`config.mk`:
```
export PLATFORM = sky130hd
export DESIGN_NAME = conv_sequencer
export DESIGN_NICKNAME = d
export VERILOG_FILES = /design/src/rtl/conv_sequencer.sv
export SDC_FILE = /design/constraint.sdc
export NUM_CORES = 1
export LEC_CHECK = 0
export CAP_MARGIN = 5
export CORE_MARGIN = 10
export CORE_UTILIZATION = 50
export DETAILED_ROUTE_END_ITERATION = 16
export DONT_BUFFER_PORTS = 1
export GPL_ROUTABILITY_DRIVEN = 0
export SKIP_CTS_REPAIR_TIMING = 1
export SLEW_MARGIN = 25
export SYNTH_ARGS = -nofsm -noshare
export SYNTH_HDL_FRONTEND = slang
export SYNTH_SLANG_ARGS = --single-unit
```
`constraint.sdc`:
```
create_clock -name clk -period 2.7 [get_ports clk]
set_clock_uncertainty 0.05 [all_clocks]
set_input_delay 0.405 -clock clk [delete_from_list [all_inputs] [get_ports clk]]
set_output_delay 0.405 -clock clk [all_outputs]
set_load 0.02 [all_outputs]
```
`src/rtl/conv_sequencer.sv`:
```
// Control FSM for the 8-sample x 4-tap convolution datapath: loads both sample
// memories, walks each output window through the MAC and hands the sum downstream.
module conv_sequencer #(
  parameter int N_X   = 8,
  parameter int N_F   = 4,
  parameter int LOG_X = 3,
  parameter int LOG_F = 2
) (
  input  logic             clk,
  input  logic             reset,
  input  logic             s_valid_x,
  output logic             s_ready_x,
  input  logic             s_valid_f,
  output logic             s_ready_f,
  output logic [LOG_X-1:0] x_addr,
  output logic             x_wr_en,
  output logic [LOG_F-1:0] f_addr,
  output logic             f_wr_en,
  output logic             acc_clr,
  output logic             acc_en,
  output logic             m_valid_y,
  input  logic             m_ready_y,
  output logic             conv_done
);

  localparam int XCW = $clog2(N_X + 1);
  localparam int FCW = $clog2(N_F + 1);
  localparam int BW  = LOG_X + 1;

  localparam logic [XCW-1:0] X_FULL    = XCW'(N_X);
  localparam logic [FCW-1:0] F_FULL    = FCW'(N_F);
  localparam logic [FCW-1:0] K_LAST    = FCW'(N_F - 1);
  localparam logic [BW-1:0]  BASE_LAST = BW'(N_X - N_F);

  typedef enum logic [1:0] {LOAD, COMPUTE, DRAIN, OUT} state_t;

  state_t           state_q, state_d;
  logic [XCW-1:0]   x_cnt_q, x_cnt_d;
  logic [FCW-1:0]   f_cnt_q, f_cnt_d;
  logic [BW-1:0]    base_q, base_d;
  logic [FCW-1:0]   k_q, k_d;
  logic             pipe_v_q, pipe_v_d;

  logic             x_ready, f_ready, x_wr, f_wr;
  logic [LOG_X-1:0] x_a;
  logic [LOG_F-1:0] f_a;
  logic             clr, en, valid, done;

  always_comb begin
    state_d  = state_q;
    x_cnt_d  = x_cnt_q;
    f_cnt_d  = f_cnt_q;
    base_d   = base_q;
    k_d      = k_q;
    pipe_v_d = 1'b0;
    x_ready  = 1'b0;
    f_ready  = 1'b0;
    x_wr     = 1'b0;
    f_wr     = 1'b0;
    x_a      = '0;
    f_a      = '0;
    clr      = 1'b0;
    en       = pipe_v_q;
    valid    = 1'b0;
    done     = 1'b0;

    case (state_q)
      LOAD: begin
        x_ready = (x_cnt_q < X_FULL);
        f_ready = (f_cnt_q < F_FULL);
        x_wr    = s_valid_x & x_ready;
        f_wr    = s_valid_f & f_ready;
        x_a     = x_cnt_q[LOG_X-1:0];
        f_a     = f_cnt_q[LOG_F-1:0];
        if (x_wr) x_cnt_d = x_cnt_q + XCW'(1);
        if (f_wr) f_cnt_d = f_cnt_q + FCW'(1);
        // Leave as soon as the last outstanding beat lands.
        if ((x_cnt_d == X_FULL) && (f_cnt_d == F_FULL)) begin
          state_d = COMPUTE;
          base_d  = '0;
          k_d     = '0;
        end
      end
      COMPUTE: begin
        x_a      = base_q[LOG_X-1:0] + LOG_X'(k_q);
        f_a      = k_q[LOG_F-1:0];
        clr      = (k_q == '0);
        pipe_v_d = 1'b1;
        if (k_q == K_LAST) begin
          k_d     = '0;
          state_d = DRAIN;
        end else begin
          k_d = k_q + FCW'(1);
        end
      end
      DRAIN: begin
        state_d = OUT;
      end
      OUT: begin
        valid = 1'b1;
        if (m_ready_y) begin
          if (base_q == BASE_LAST) begin
            done    = 1'b1;
            x_cnt_d = '0;
            f_cnt_d = '0;
            base_d  = '0;
            k_d     = '0;
            state_d = LOAD;
          end else begin
            base_d  = base_q + BW'(1);
            k_d     = '0;
            state_d = COMPUTE;
          end
        end
      end
      default: begin
        state_d = LOAD;
      end
    endcase
  end

  always_ff @(posedge clk) begin
    if (!reset) begin
      state_q  <= LOAD;
      x_cnt_q  <= '0;
      f_cnt_q  <= '0;
      base_q   <= '0;
      k_q      <= '0;
      pipe_v_q <= 1'b0;
    end else begin
      state_q  <= state_d;
      x_cnt_q  <= x_cnt_d;
      f_cnt_q  <= f_cnt_d;
      base_q   <= base_d;
      k_q      <= k_d;
      pipe_v_q <= pipe_v_d;
    end
  end

  // Every output is held low for as long as reset is asserted.
  assign s_ready_x = reset & x_ready;
  assign s_ready_f = reset & f_ready;
  assign x_wr_en   = reset & x_wr;
  assign f_wr_en   = reset & f_wr;
  assign x_addr    = reset ? x_a : '0;
  assign f_addr    = reset ? f_a : '0;
  assign acc_clr   = reset & clr;
  assign acc_en    = reset & en;
  assign m_valid_y = reset & valid;
  assign conv_done = reset & done;

endmodule

```
# Word level (Yosys, flattened, before mapping)

Cells that the tools add are included.
Widths: inputs -> output; s select.

Register bits: 17
Output and inout bits: 13

Add/sub/neg operators: 5
Order comparisons: 2
Eq/ne operators: 11
Muxes and demuxes: 37
Bitwise operators: 10
Reductions and logical operators: 9

Operator list:

| kind                | count |
|---|---|
| $mux 4              | 7 |
| $mux 3              | 8 |
| $pmux 4 s2          | 2 |
| $pmux 3 s2          | 2 |
| $reduce_and 3->1    | 4 |
| $mux 1              | 11 |
| $and 1x1->1         | 10 |
| $pmux 3 s3          | 1 |
| $add 4x1->4 const B | 2 |
| $mux 2              | 4 |
| $ne 2x2->1 const B  | 4 |
| $pmux 2 s4          | 1 |
| $add 3x1->3 const B | 2 |
| $eq 2x2->1 const B  | 2 |
| $eq 4x3->1 const B  | 1 |
| $eq 4x4->1 const B  | 1 |
| $lt 4x4->1 const B  | 1 |
| $pmux 2 s2          | 1 |
| $add 3x3->3         | 1 |
| $eq 3x2->1 const B  | 1 |
| $eq 3x3->1 const B  | 1 |
| $logic_not 3->1     | 1 |
| $lt 3x3->1 const B  | 1 |
| $reduce_bool 3->1   | 1 |
| other kinds (4)     | 4 |

# Depth between registers and ports, before layout

Depth after elaboration: 8
Mapped depth: 7
Depth with buffers taken out: 7

# Worst setup path after synthesis

Ideal clock, no wire load.

Kind: register to output
From: register k_q[0]
To: output x_addr[2]
Arrival time: 1.541 ns
Path slack: 0.704 ns
Stages on the path, launching flop included: 6
Path buffers: 0
Cell sequence: dfxtp_1 ha_1 inv_1 fa_1 xnor2_1 o21ai_0

Cells in the longest elaborated chain, start to end: 3

Ends and longest elaborated chain:

| item                   | RTL line | source |
|---|---|---|
| start, declared        | 41       | `logic [FCW-1:0] k_q, k_d;` |
| start signal, assigned | 135      | `k_q <= k_d;` |
| $add 3x3->3            | 85       | `x_a = base_q[LOG_X-1:0] + LOG_X'(k_q);` |
| $pmux 3 s2             | 67       | `case (state_q)` |
| $mux 3                 | 145      | `assign x_addr = reset ? x_a : '0;` |
| end, declared          | 15       | `output logic [LOG_X-1:0] x_addr,` |

Every way passes these cells.

# Final worst setup path

From: register base_q[0]
To: output x_addr[1]

Cells in the longest elaborated chain, start to end: 3

Ends and longest elaborated chain:

| item                   | RTL line | source |
|---|---|---|
| start, declared        | 40       | `logic [BW-1:0] base_q, base_d;` |
| start signal, assigned | 134      | `base_q <= base_d;` |
| $add 3x3->3            | 85       |  |
| $pmux 3 s2             | 67       |  |
| $mux 3                 | 145      |  |

Every way passes these cells.

==> impl_metrics.tcl <==
set metrics [dict create \
    status "finished clean" \
    layout_common_cells "nor2_1, dfxtp_1, nand2_1" \
    reg2regPathDepth 7 \
    drv_slew 0 \
    power_w 0.0004443 \
    postRouteAntennaNets 0 \
    syn-cell-area_um2 1195 \
    synth-seq-cells 17 \
    yosys.area_share.adder_pct 12.15 \
    power.density_nw_per_um2 349.5 \
    viasPerCell 5.850 \
    yosys_warnings 0 \
    drive_gt1_share_pct 9.868 \
    ys_seq_area_share_pct 28.48 \
    slew_headroom_pct 64.05 \
    fin_util_pct 56.38 \
    fin_nets 169 \
    synth_top_family_by_area "simple AND/OR/NAND/NOR gates" \
    gr-total-overflow 0 \
    grt_pass1_vias 969 \
    coreArea_um2 2255 \
    fp-row-count 17 \
    vias 1053 \
    cts_tree "built" \
    drtIter0Drc 88 \
    period_share_pct 88.57 \
    yosysTopAreaCellShare_pct 28.48 \
    worstMarginPinSlew_ns 0.5409 \
    yosys-top-cells-area "dfxtp_1, ha_1, nor2_1" \
    portBuffers 0 \
    dieArea_um2 4745 \
    maxCapViolCount 0 \
    worstSetupEndpointType "primary output" \
    yosys.area_share.simple_pct 25.86 \
    clk_latency_ns 0.29 \
    yosysUniqueCellTypes 39 \
    avgSynthCellArea_um2 8.074 \
    min_path_type "in -> reg" \
    setup_slack_ns 0.3085 \
    grt_antenna_before_repair 0 \
    diodes 0 \
    synth_cells 148 \
    place_hpwl_um 2102 \
    initial_core_util_pct 53.00 \
    cts_made_buffers 3 \
    cp_max_fo 5 \
    drt_wl_total_um 2754 \
    io_pins 18 \
    synthToLayoutAreaGrowth_pct 6.388 \
    highest_layer "met4" \
    synth_xor_xnor_area_share_pct 2.199 \
    r2r_slack_ns 0.52 \
    fmax_ghz 0.4181 \
    cp.arrival_ns 1.94 \
    rsz0062_at_grt "false" \
    p_leak_nw 0.5233 \
    fin_crit_ns 2.392 \
    clock-root-buffer "clkbuf_4" \
    die_h_um 68.89 \
    worstSetupStartpointType "flip-flop" \
    wl_met3_um 190 \
    hold_end "base_q[2]$_SDFFE_PN0P_" \
    finalSetupViolCount 0 \
    pre_cts_ws_ns 0.5545 \
    min-delay-start "reset" \
    wl_per_cell_um 15.30 \
    grt_usage_pct 11.99 \
    tns_ns 0 \
    wl_met2_um 1189 \
    dieWidth_um 68.89 \
    synth-compound-area-share_pct 21.99 \
    syn-num-nets 164 \
    r2r_end "x_cnt_q[1]$_SDFFE_PN0P_" \
    wl_met1_um 1316 \
    synth_area_leader_cell "dfxtp_1" \
    route.detailed.drc 0 \
    cts.sinks 17 \
    hold_viol 0 \
    ir_drop_uv 326.9 \
    grt_pass1_wl_um 4388 \
    cp.required_ns 2.25 \
    critPathKind "reg -> out" \
    clk_pin_slew_ns 0.10 \
    synth_mux_area_share_pct 4.293 \
    cts.htree.levels 1 \
    r2r_start "state_q[0]$_SDFFE_PN0P_" \
    final_common_cell "nor2_1" \
    min_path_cells 1 \
    grt_start_max_net_pins 17 \
    cts_buffer_depth 2 \
    dr.pass1.iters 4 \
]
worst max-delay path by stage:
stage	start	endpoint	slack, ns
after floorplan	k_q[0]$_SDFFE_PN0P_	x_addr[2]	0.70
after global placement	x_cnt_q[0]$_SDFFE_PN0P_	k_q[2]$_SDFFE_PN0P_	0.56
after detailed placement	x_cnt_q[0]$_SDFFE_PN0P_	k_q[2]$_SDFFE_PN0P_	0.55
after CTS	base_q[0]$_SDFFE_PN0P_	x_addr[1]	0.29
after global routing	k_q[0]$_SDFFE_PN0P_	x_addr[1]	0.18
final	base_q[0]$_SDFFE_PN0P_	x_addr[1]	0.31
per-layer routing:
layer / track usage [%] / vias up
met5: 0 / -
li1: - / 534
met1: 15.47 / 492
met3: 5.636 / 6
met4: 2.956 / 0
met2: 17.58 / 21
layout make-up:
class | instances | area [um2]
Sequential cell | 17 | 340.3
Fill cell | 229 | 983.4
Tap cell | 28 | 35.03
Inverter | 12 | 45.04
Clock buffer | 4 | 26.28
Timing Repair Buffer | 4 | 30.03
Multi-Input combinational cell | 115 | 794.5
report_power, final:
part | total [W] | switching, W | internal [W]
Sequential | 0.000263 | 0.00000762 | 0.000255
Clock | 0.000140 | 0.0000823 | 0.0000575
Combinational | 0.0000417 | 0.0000269 | 0.0000148
Total | 0.000444 | 0.000117 | 0.000328
through the flow:
stage	instance area [um2]	cells	hold WS, ns
after floorplan	1195	148	0.4175
after global placement	1245	176	0.4366
after detailed placement	1245	176	0.4452
after CTS	1271	180	0.1676
after global routing	1271	180	0.1524
final	1271	180	0.1715
Yosys cell counts (all sizes together):
library cell  instances
o21ai                 4
or3                   1
nor3                  4
fa                    1
nand4b                1
a211oi                1
clkbuf                4
a22oi                 3
o211a                 1
nand2b                5
nor2b                 3
a32oi                 3
mux2                  1
nor2                 18
nor3b                 1
inv                  12
nand2                16
o31a                  1
a21o                  1
nand3                 8
xnor2                 3
o311ai                1
and3                  2
o31ai                 1
mux2i                 4
ha                   10
and2                  2
o311a                 1
or2b                  1
nand4                 1
dfxtp                17
a21boi                2
o21a                  3
a221oi                1
a311oi                1
a31oi                 2
nand3b                1
a21oi                 5
a2bb2oi               1
worst max-delay path, stage by stage, from the launching register on:
cell      delay (ns)
dfxtp_1         0.43
ha_1            0.17
inv_1           0.04
fa_1            0.41
nand2b_1        0.14
a21oi_1         0.44
state kept, by name, indices dropped and copies added (netlist names):
signal,count
base_q,4
x_cnt_q,4
f_cnt_q,3
k_q,3
state_q,2
en,1
logic make-up after synthesis:
kind of cell,Yosys count
and+or+nand+nor,64
AOI/OAI and AO/OA,32
DFF,17
buffers and inverters,16
adders and majority gates,11
muxes,5
xor gates and xnor gates,3
Note: power is estimated with default switching activity, not from simulation.
